<file path="config.mk">
export PLATFORM = sky130hd
export DESIGN_NAME = instr_encoder
export DESIGN_NICKNAME = d
export VERILOG_FILES = /design/src/rtl/instr_encoder.sv
export SDC_FILE = /design/constraint.sdc
export NUM_CORES = 1
export LEC_CHECK = 0
export ABC_CLOCK_PERIOD_IN_PS = 7200
export BUFFER_PORTS_ARGS = -buffer_cell sky130_fd_sc_hd__buf_2
export CAP_MARGIN = 0
export CORE_MARGIN = 8
export CORE_UTILIZATION = 47
export CTS_CLUSTER_DIAMETER = 40
export DETAILED_ROUTE_END_ITERATION = 8
export PLACE_DENSITY = 0.68
export SLEW_MARGIN = 15
export SYNTH_ARGS = -nofsm -noshare
export SYNTH_HDL_FRONTEND = slang
export SYNTH_SLANG_ARGS = --single-unit
</file>
<file path="constraint.sdc">
create_clock -name clk -period 7.2 [get_ports clk]
set_input_delay 1.44 -clock clk [delete_from_list [all_inputs] [get_ports clk]]
set_output_delay 1.44 -clock clk [all_outputs]
set_load 0.02 [all_outputs]
</file>
<file path="src/rtl/instr_encoder.sv">
// Streaming RV32I instruction encoder: range-checks decoded fields, packs them
// into a 32-bit instruction word and buffers results in a FWFT output FIFO.
module instr_encoder #(
  parameter int unsigned DEPTH = 4,
  parameter int unsigned CNT_W = 16
) (
  input  logic             clk,
  input  logic             rst_n,
  input  logic             in_valid,
  output logic             in_ready,
  input  logic [2:0]       in_fmt,
  input  logic [6:0]       in_opcode,
  input  logic [2:0]       in_funct3,
  input  logic [6:0]       in_funct7,
  input  logic [4:0]       in_rd,
  input  logic [4:0]       in_rs1,
  input  logic [4:0]       in_rs2,
  input  logic [31:0]      in_imm,
  output logic             out_valid,
  input  logic             out_ready,
  output logic [31:0]      out_instr,
  output logic             out_err,
  output logic [CNT_W-1:0] enc_count,
  output logic [CNT_W-1:0] err_count
);

  localparam int unsigned AW = $clog2(DEPTH);
  localparam int unsigned CW = AW + 1;

  typedef enum logic [2:0] {
    FMT_R = 3'd0,
    FMT_I = 3'd1,
    FMT_S = 3'd2,
    FMT_B = 3'd3,
    FMT_U = 3'd4,
    FMT_J = 3'd5
  } fmt_e;

  logic signed [31:0] imm_s;
  logic [31:0]        enc_instr;
  logic               enc_err;
  logic               accept;

  logic               e_valid;
  logic [31:0]        e_instr;
  logic               e_err;

  logic [32:0]        mem [DEPTH];
  logic [AW-1:0]      rd_ptr;
  logic [AW-1:0]      wr_ptr;
  logic [CW-1:0]      count;
  logic [CW-1:0]      occ;
  logic               push;
  logic               pop;

  assign imm_s = in_imm;

  // Pack fields per format and flag out-of-range or misaligned immediates
  always_comb begin
    enc_instr = '0;
    enc_err   = 1'b0;
    case (in_fmt)
      FMT_R: enc_instr = {in_funct7, in_rs2, in_rs1, in_funct3, in_rd, in_opcode};
      FMT_I: begin
        enc_err   = (imm_s < -32'sd2048) || (imm_s > 32'sd2047);
        enc_instr = {in_imm[11:0], in_rs1, in_funct3, in_rd, in_opcode};
      end
      FMT_S: begin
        enc_err   = (imm_s < -32'sd2048) || (imm_s > 32'sd2047);
        enc_instr = {in_imm[11:5], in_rs2, in_rs1, in_funct3, in_imm[4:0], in_opcode};
      end
      FMT_B: begin
        enc_err   = (imm_s < -32'sd4096) || (imm_s > 32'sd4094) || in_imm[0];
        enc_instr = {in_imm[12], in_imm[10:5], in_rs2, in_rs1, in_funct3,
                     in_imm[4:1], in_imm[11], in_opcode};
      end
      FMT_U: begin
        enc_err   = (in_imm[11:0] != 12'd0);
        enc_instr = {in_imm[31:12], in_rd, in_opcode};
      end
      FMT_J: begin
        enc_err   = (imm_s < -32'sd1048576) || (imm_s > 32'sd1048574) || in_imm[0];
        enc_instr = {in_imm[20], in_imm[10:1], in_imm[11], in_imm[19:12], in_rd, in_opcode};
      end
      default: enc_err = 1'b1;
    endcase
    if (enc_err) enc_instr = '0;
  end

  // Readiness counts the encode-stage word so its FIFO push can never overflow
  assign occ       = count + CW'(e_valid);
  assign in_ready  = (occ < CW'(DEPTH));
  assign accept    = in_valid && in_ready;

  assign out_valid = (count != '0);
  assign push      = e_valid;
  assign pop       = out_valid && out_ready;
  assign out_instr = out_valid ? mem[rd_ptr][31:0] : '0;
  assign out_err   = out_valid && mem[rd_ptr][32];

  // Encode stage and statistics counters, updated on the accept edge
  always_ff @(posedge clk or negedge rst_n) begin
    if (!rst_n) begin
      e_valid   <= 1'b0;
      e_instr   <= '0;
      e_err     <= 1'b0;
      enc_count <= '0;
      err_count <= '0;
    end else begin
      e_valid <= accept;
      if (accept) begin
        e_instr   <= enc_instr;
        e_err     <= enc_err;
        enc_count <= enc_count + CNT_W'(1);
        if (enc_err && (err_count != '1)) err_count <= err_count + CNT_W'(1);
      end
    end
  end

  // FIFO pointers and occupancy
  always_ff @(posedge clk or negedge rst_n) begin
    if (!rst_n) begin
      rd_ptr <= '0;
      wr_ptr <= '0;
      count  <= '0;
    end else begin
      if (push) wr_ptr <= wr_ptr + AW'(1);
      if (pop)  rd_ptr <= rd_ptr + AW'(1);
      count <= count + CW'(push) - CW'(pop);
    end
  end

  // FIFO storage; contents are only visible while out_valid is high
  always_ff @(posedge clk) begin
    if (push) mem[wr_ptr] <= {e_err, e_instr};
  end

endmodule

</file>
Yosys cells after proc, flatten, opt, wreduce, memory -nomap -nowiden. Memories as Yosys holds them, arrays and structs flattened. Cells that the tools add are included.

Bits in registers: 73. Memories kept: 1. Memory bits (writable): 132. Word-level logic and storage cells: 48.

Reductions and logical operators: 14. Multiplexer cells: 6. Magnitude comparators: 7. Equal/unequal tests: 6. $add $sub $neg: 6.

Memory list: mem (depth 4, width 33, rd ports 1, clocked after Yosys merged registers in 0, wr ports 1, RTL line 48) `logic [32:0] mem [DEPTH];`.

Operator list (count): $pmux W32 S6 (1); $mux W32 (2); $add A16 B1 Y16 const B (2); $gt A32 B12 Y1 const B (1); $gt A32 B13 Y1 const B (1); $gt A32 B21 Y1 const B (1); $lt A32 B12 Y1 const B (1); $lt A32 B13 Y1 const B (1); $lt A32 B21 Y1 const B (1); $ne A16 B16 Y1 const B (1); $reduce_bool A12 Y1 (1); $eq A3 B2 Y1 const B (2); $eq A3 B3 Y1 const B (2); $logic_or A1 B1 Y1 (5); $pmux W1 S5 (1); $add A2 B1 Y2 const B (2); $logic_and A1 B1 Y1 (4); $add A3 B1 Y3 (1); $eq A3 B1 Y1 const B (1); $logic_not A3 Y1 (1); $lt A3 B3 Y1 const B (1); $reduce_bool A3 Y1 (1); $sub A3 B1 Y3 (1); $mux W1 (2); other kinds (2) (2).

Logic depth before layout (Yosys ltp).
Depth in word-level cells: 6. Mapped depth: 9. Gate-level depth less buffers: 9.

Worst setup path before layout. No wires, ideal clock.

Path kind: reg-to-output. Start point: reg rd_ptr[0]. End point: out out_instr[10]. Cell stages (with the launch flop): 5. Arrival: 1.998 ns. Data required time: 5.760 ns. Path slack: 3.762 ns. Cell sequence: dfrtp_1 clkbuf_1 buf_1 mux4_2 and2_1.

Cells in the longest elaborated chain, start to end: 2.

Ends and longest elaborated chain: start: declaration (RTL line 49) `logic [AW-1:0] rd_ptr;`; start signal: assignment (RTL line 128) `if (pop) rd_ptr <= rd_ptr + AW'(1);`; $mem_v2 Z4 W33; $mux W32 (RTL line 98) `assign out_instr = out_valid ? mem[rd_ptr][31:0] : '0;`; end: declaration (RTL line 21) `output logic [31:0] out_instr,`.

Every way passes these cells.

Worst setup path after layout.
Start point: reg rd_ptr[0]. End point: out out_instr[8].

Same word-level chain as after synthesis.

==> results.yml <==
pwr:
  pwr-share-seq_pct: 41.1
  p_switching_mw: 1.38
  peakVddDrop_mv: 0.282
  powerDensity_nw_per_um2: 393
  p_sw_share_pct: 33.1
  pwr-share-clk_pct: 29.4
  p_leak_nw: 4.21
  combPwrFrac_pct: 29.5
  internal-power_mw: 2.79
logic_synthesis:
  netlist_instances: 614
  synth-seq-area-share_pct: 65.5
  synthDistinctLibCells: 42
  syn_area_um2: 8840
  async_flop_share_pct: 35.6
  synth_edf_count: 132
  ys.flop_type: "edfxtp_1"
  syn_area_per_cell_um2: 14.4
  syn_nets: 695
  synth_seq_cells: 205
  synth_warnings: 0
setup_path:
  worstPathMaxFanout: 22
  cp.required_ns: 5.76
  timing.critical_path.buf_inv: 2
  cp_top_family: "flip-flops"
  crit_path_start_kind: "flop"
  slowest_stage: "dfrtp_2"
  r2r_start: "e_valid$_DFF_PN0_"
  path_cells: "buf_4 > mux4_2 > and2_1 > buf_2"
  crit_path_end_kind: "output pin"
  crit_type: "flop to output pin"
  path_depth: 4
  r2r_cells: 8
  rrSetupSlack_ns: 4.25
  critPathMaxStageDelay_ns: 0.67
  r2r-end: "err_count[1]$_DFFE_PN0P_"
  worst_ep_arrival_time_ns: 2.59
timing:
  fin_skew_ns: 0.0202
  min_period_ns: 4.03
  tightest_slew_ns: 1.05
  hold_violations: 0
  setup_viol: 0
  fin_hold_ws_ns: 0.471
  slew_viol_final: 0
  rsz0062_at_grt: "false"
  tns_ns: 0
  max_freq_mhz: 248
  post-route-period-util_pct: 56.0
  relSlewSlack_pct: 29.8
layout:
  seqCellArea_um2: 5790
  drive_gt1_share_pct: 29.6
  final_nets: 835
  multi_input_area_um2: 2860
  antennaDiodeCount: 0
  fin_area_um2: 10600
  num-fill-cells: 1523
  syn_to_final_growth_pct: 19.8
routing:
  dr_total_vias: 5621
  drt_pass1_iterations: 5
  ant_nets: 0
  avgViaCountPerCell: 5.58
  drtIter0Drc: 288
  wl_per_cell_um: 20.4
  drt_wl_total_mm: 20.5
  drc_errors: 0
hold_path:
  hold_start: "enc_count[15]$_DFFE_PN0P_"
  hold_class: "flop to flop"
  min_path_cells: 1
  min_to: "enc_count[15]$_DFFE_PN0P_"
place:
  place_area_um2: 9750
  finalWeightedCongestion: 0.879
  portBuffers: 137
  dp_hpwl_mm: 13.9
run:
  drv_cap: 0
clock_network:
  htreeDepth: 1
  clk_pin_slew_worst_paths_ns: 0.06
  cts_hold_buf: 0
  clockBufferDepth: 3
  cts-resized-gates: 0
  cts_tree: "done"
  post-cts-setup-buffers: 0
  numCtsBuffers: 26
  cts.sinks: 205
  insertion_delay_ns: 0.52
  cts-root-buf: "clkbuf_16"
run_status:
  outcome: "completed"
global_route:
  grt_first_pass_wirelength_mm: 32.6
  grt_pass1_vias: 5989
  grt_overflow: 0
  grt_usage_pct: 17.3
  grt_max_degree: 74
  antenna_found_initial: 0
floorplan:
  start_util_pct: 47.6
  coreArea_um2: 18600
  die-height_um: 153
  pin_count: 138
  fp.dieArea_um2: 23500
  row_count: 50
  die_w_um: 153
==> cell type report <==
| cell class | count | share of cell area, % |
|---|---|---|
| tap | 234 | 2.76 |
| sequential | 205 | 54.7 |
| clock buffer | 38 | 7.15 |
| clock inverter | 10 | 0.803 |
| multi-input combinational | 360 | 27.0 |
| timing repair buffer | 145 | 7.06 |
| inverter | 16 | 0.567 |
==> worst register-to-register path, cell delays in order (launching register included) <==
cell and delay (ns):
dfrtp_1 0.45, ha_1 0.23, ha_1 0.18, xnor2_1 0.49, nand2_2 0.08, buf_4 0.34
a41o_1 0.47, nand2b_1 0.26, mux2_1 0.34
==> worst max-delay path by stage <==
stage | startpoint | end | slack, ns
2_1_floorplan | rd_ptr[0]$_DFFE_PN0P_ | out_instr[10] | 3.76
3_3_place_gp | in_imm[19] | err_count[6]$_DFFE_PN0P_ | 3.21
3_5_place_dp | in_imm[12] | err_count[10]$_DFFE_PN0P_ | 3.13
4_1_cts | rd_ptr[0]$_DFFE_PN0P_ | out_instr[31] | 3.06
5_1_grt | rd_ptr[0]$_DFFE_PN0P_ | out_instr[24] | 2.95
6_report | rd_ptr[0]$_DFFE_PN0P_ | out_instr[8] | 3.17
==> flip-flops by register name, summed over array words and instances (netlist names), 2 cells and up <==
register / flops
mem: 132
e_instr: 32
enc_count: 16
err_count: 16
count: 3
rd_ptr: 2
wr_ptr: 2
==> metal layers <==
layer	vias to the layer above	track usage, %	wire [µm]
li1	2600	-	-
met1	2773	21.2	8330
met2	216	29.2	10000
met3	32	5.07	1750
met4	0	5.47	433
met5	-	0	0
==> metrics by stage <==
stage          setup slack, ns  power [mW]  util, %  cells
3_3_place_gp              3.21        2.95     52.5    960
4_1_cts                   3.06        4.23     57.0   1008
3_5_place_dp              3.13        2.99     52.5    960
5_1_grt                   2.95        4.38     57.0   1008
2_1_floorplan             3.76        2.55        -    614
6_report                  3.17        4.17     57.0   1008
==> logic make-up (layout without fill, tap and decap cells) <==
kind of cell	count (synthesis)	count (layout)	synth area share, %
compound gates	92	92	7.10
xor+xnor	36	36	3.57
fa+ha+maj	10	10	1.42
buf+inv	49	209	2.19
flops	205	205	65.5
mux	36	36	8.76
simple gates	186	186	11.5
==> synthesized netlist by cell type (12+ instances only) <==
library cell,n,area (µm²)
edfxtp_1,132,3960
dfrtp_1,73,1830
nand2_1,59,221
and2_1,41,257
mux4_2,33,743
clkbuf_1,25,93.8
o31ai_1,25,188
a22oi_1,21,158
xnor2_1,20,175
a21oi_1,18,90.1
inv_1,16,60.1
nand3_1,16,80.1
xor2_1,16,140
nor2_1,14,52.6
o21ai_0,13,65.1
nand4_1,12,75.1
==> placed cells by master, fill, tap and decap left out, types with 2 or more instances in the layout <==
cell       Yosys  final
a22oi_1       21     21
clkbuf_16      0     27
o31ai_1       25     25
buf_2          2    136
o21ai_0       13     13
clkbuf_8       0      4
inv_1         16     16
and2_1        41     41
mux4_2        33     33
ha_1          10     10
nor4_2         5      5
xnor2_1       20     20
and4_1         3      3
o21a_1         2      2
nor3_1         7      7
edfxtp_1     132    132
nand3_1       16     16
nor4_1         7      7
mux2i_1        2      2
and3_1         4      4
nor4b_2        2      2
dfrtp_1       73     72
inv_6          0      6
or4_1          3      3
nor2_1        14     14
nand2_1       59     58
o22a_1         6      6
nor2b_1       10     10
xor2_1        16     16
nand4_1       12     12
a21oi_1       18     18
clkbuf_1      25      7
buf_4          0      9
==> power groups by stage <==
stage          clock network [mW]  registers (mW)  logic, mW
3_3_place_gp                    0            1.71       1.23
4_1_cts                      1.25            1.72       1.26
3_5_place_dp                    0            1.74       1.26
5_1_grt                      1.30            1.75       1.34
2_1_floorplan                   0            1.69      0.862
6_report                     1.23            1.71       1.23
No activity file was read; power rests on OpenSTA's default activity.
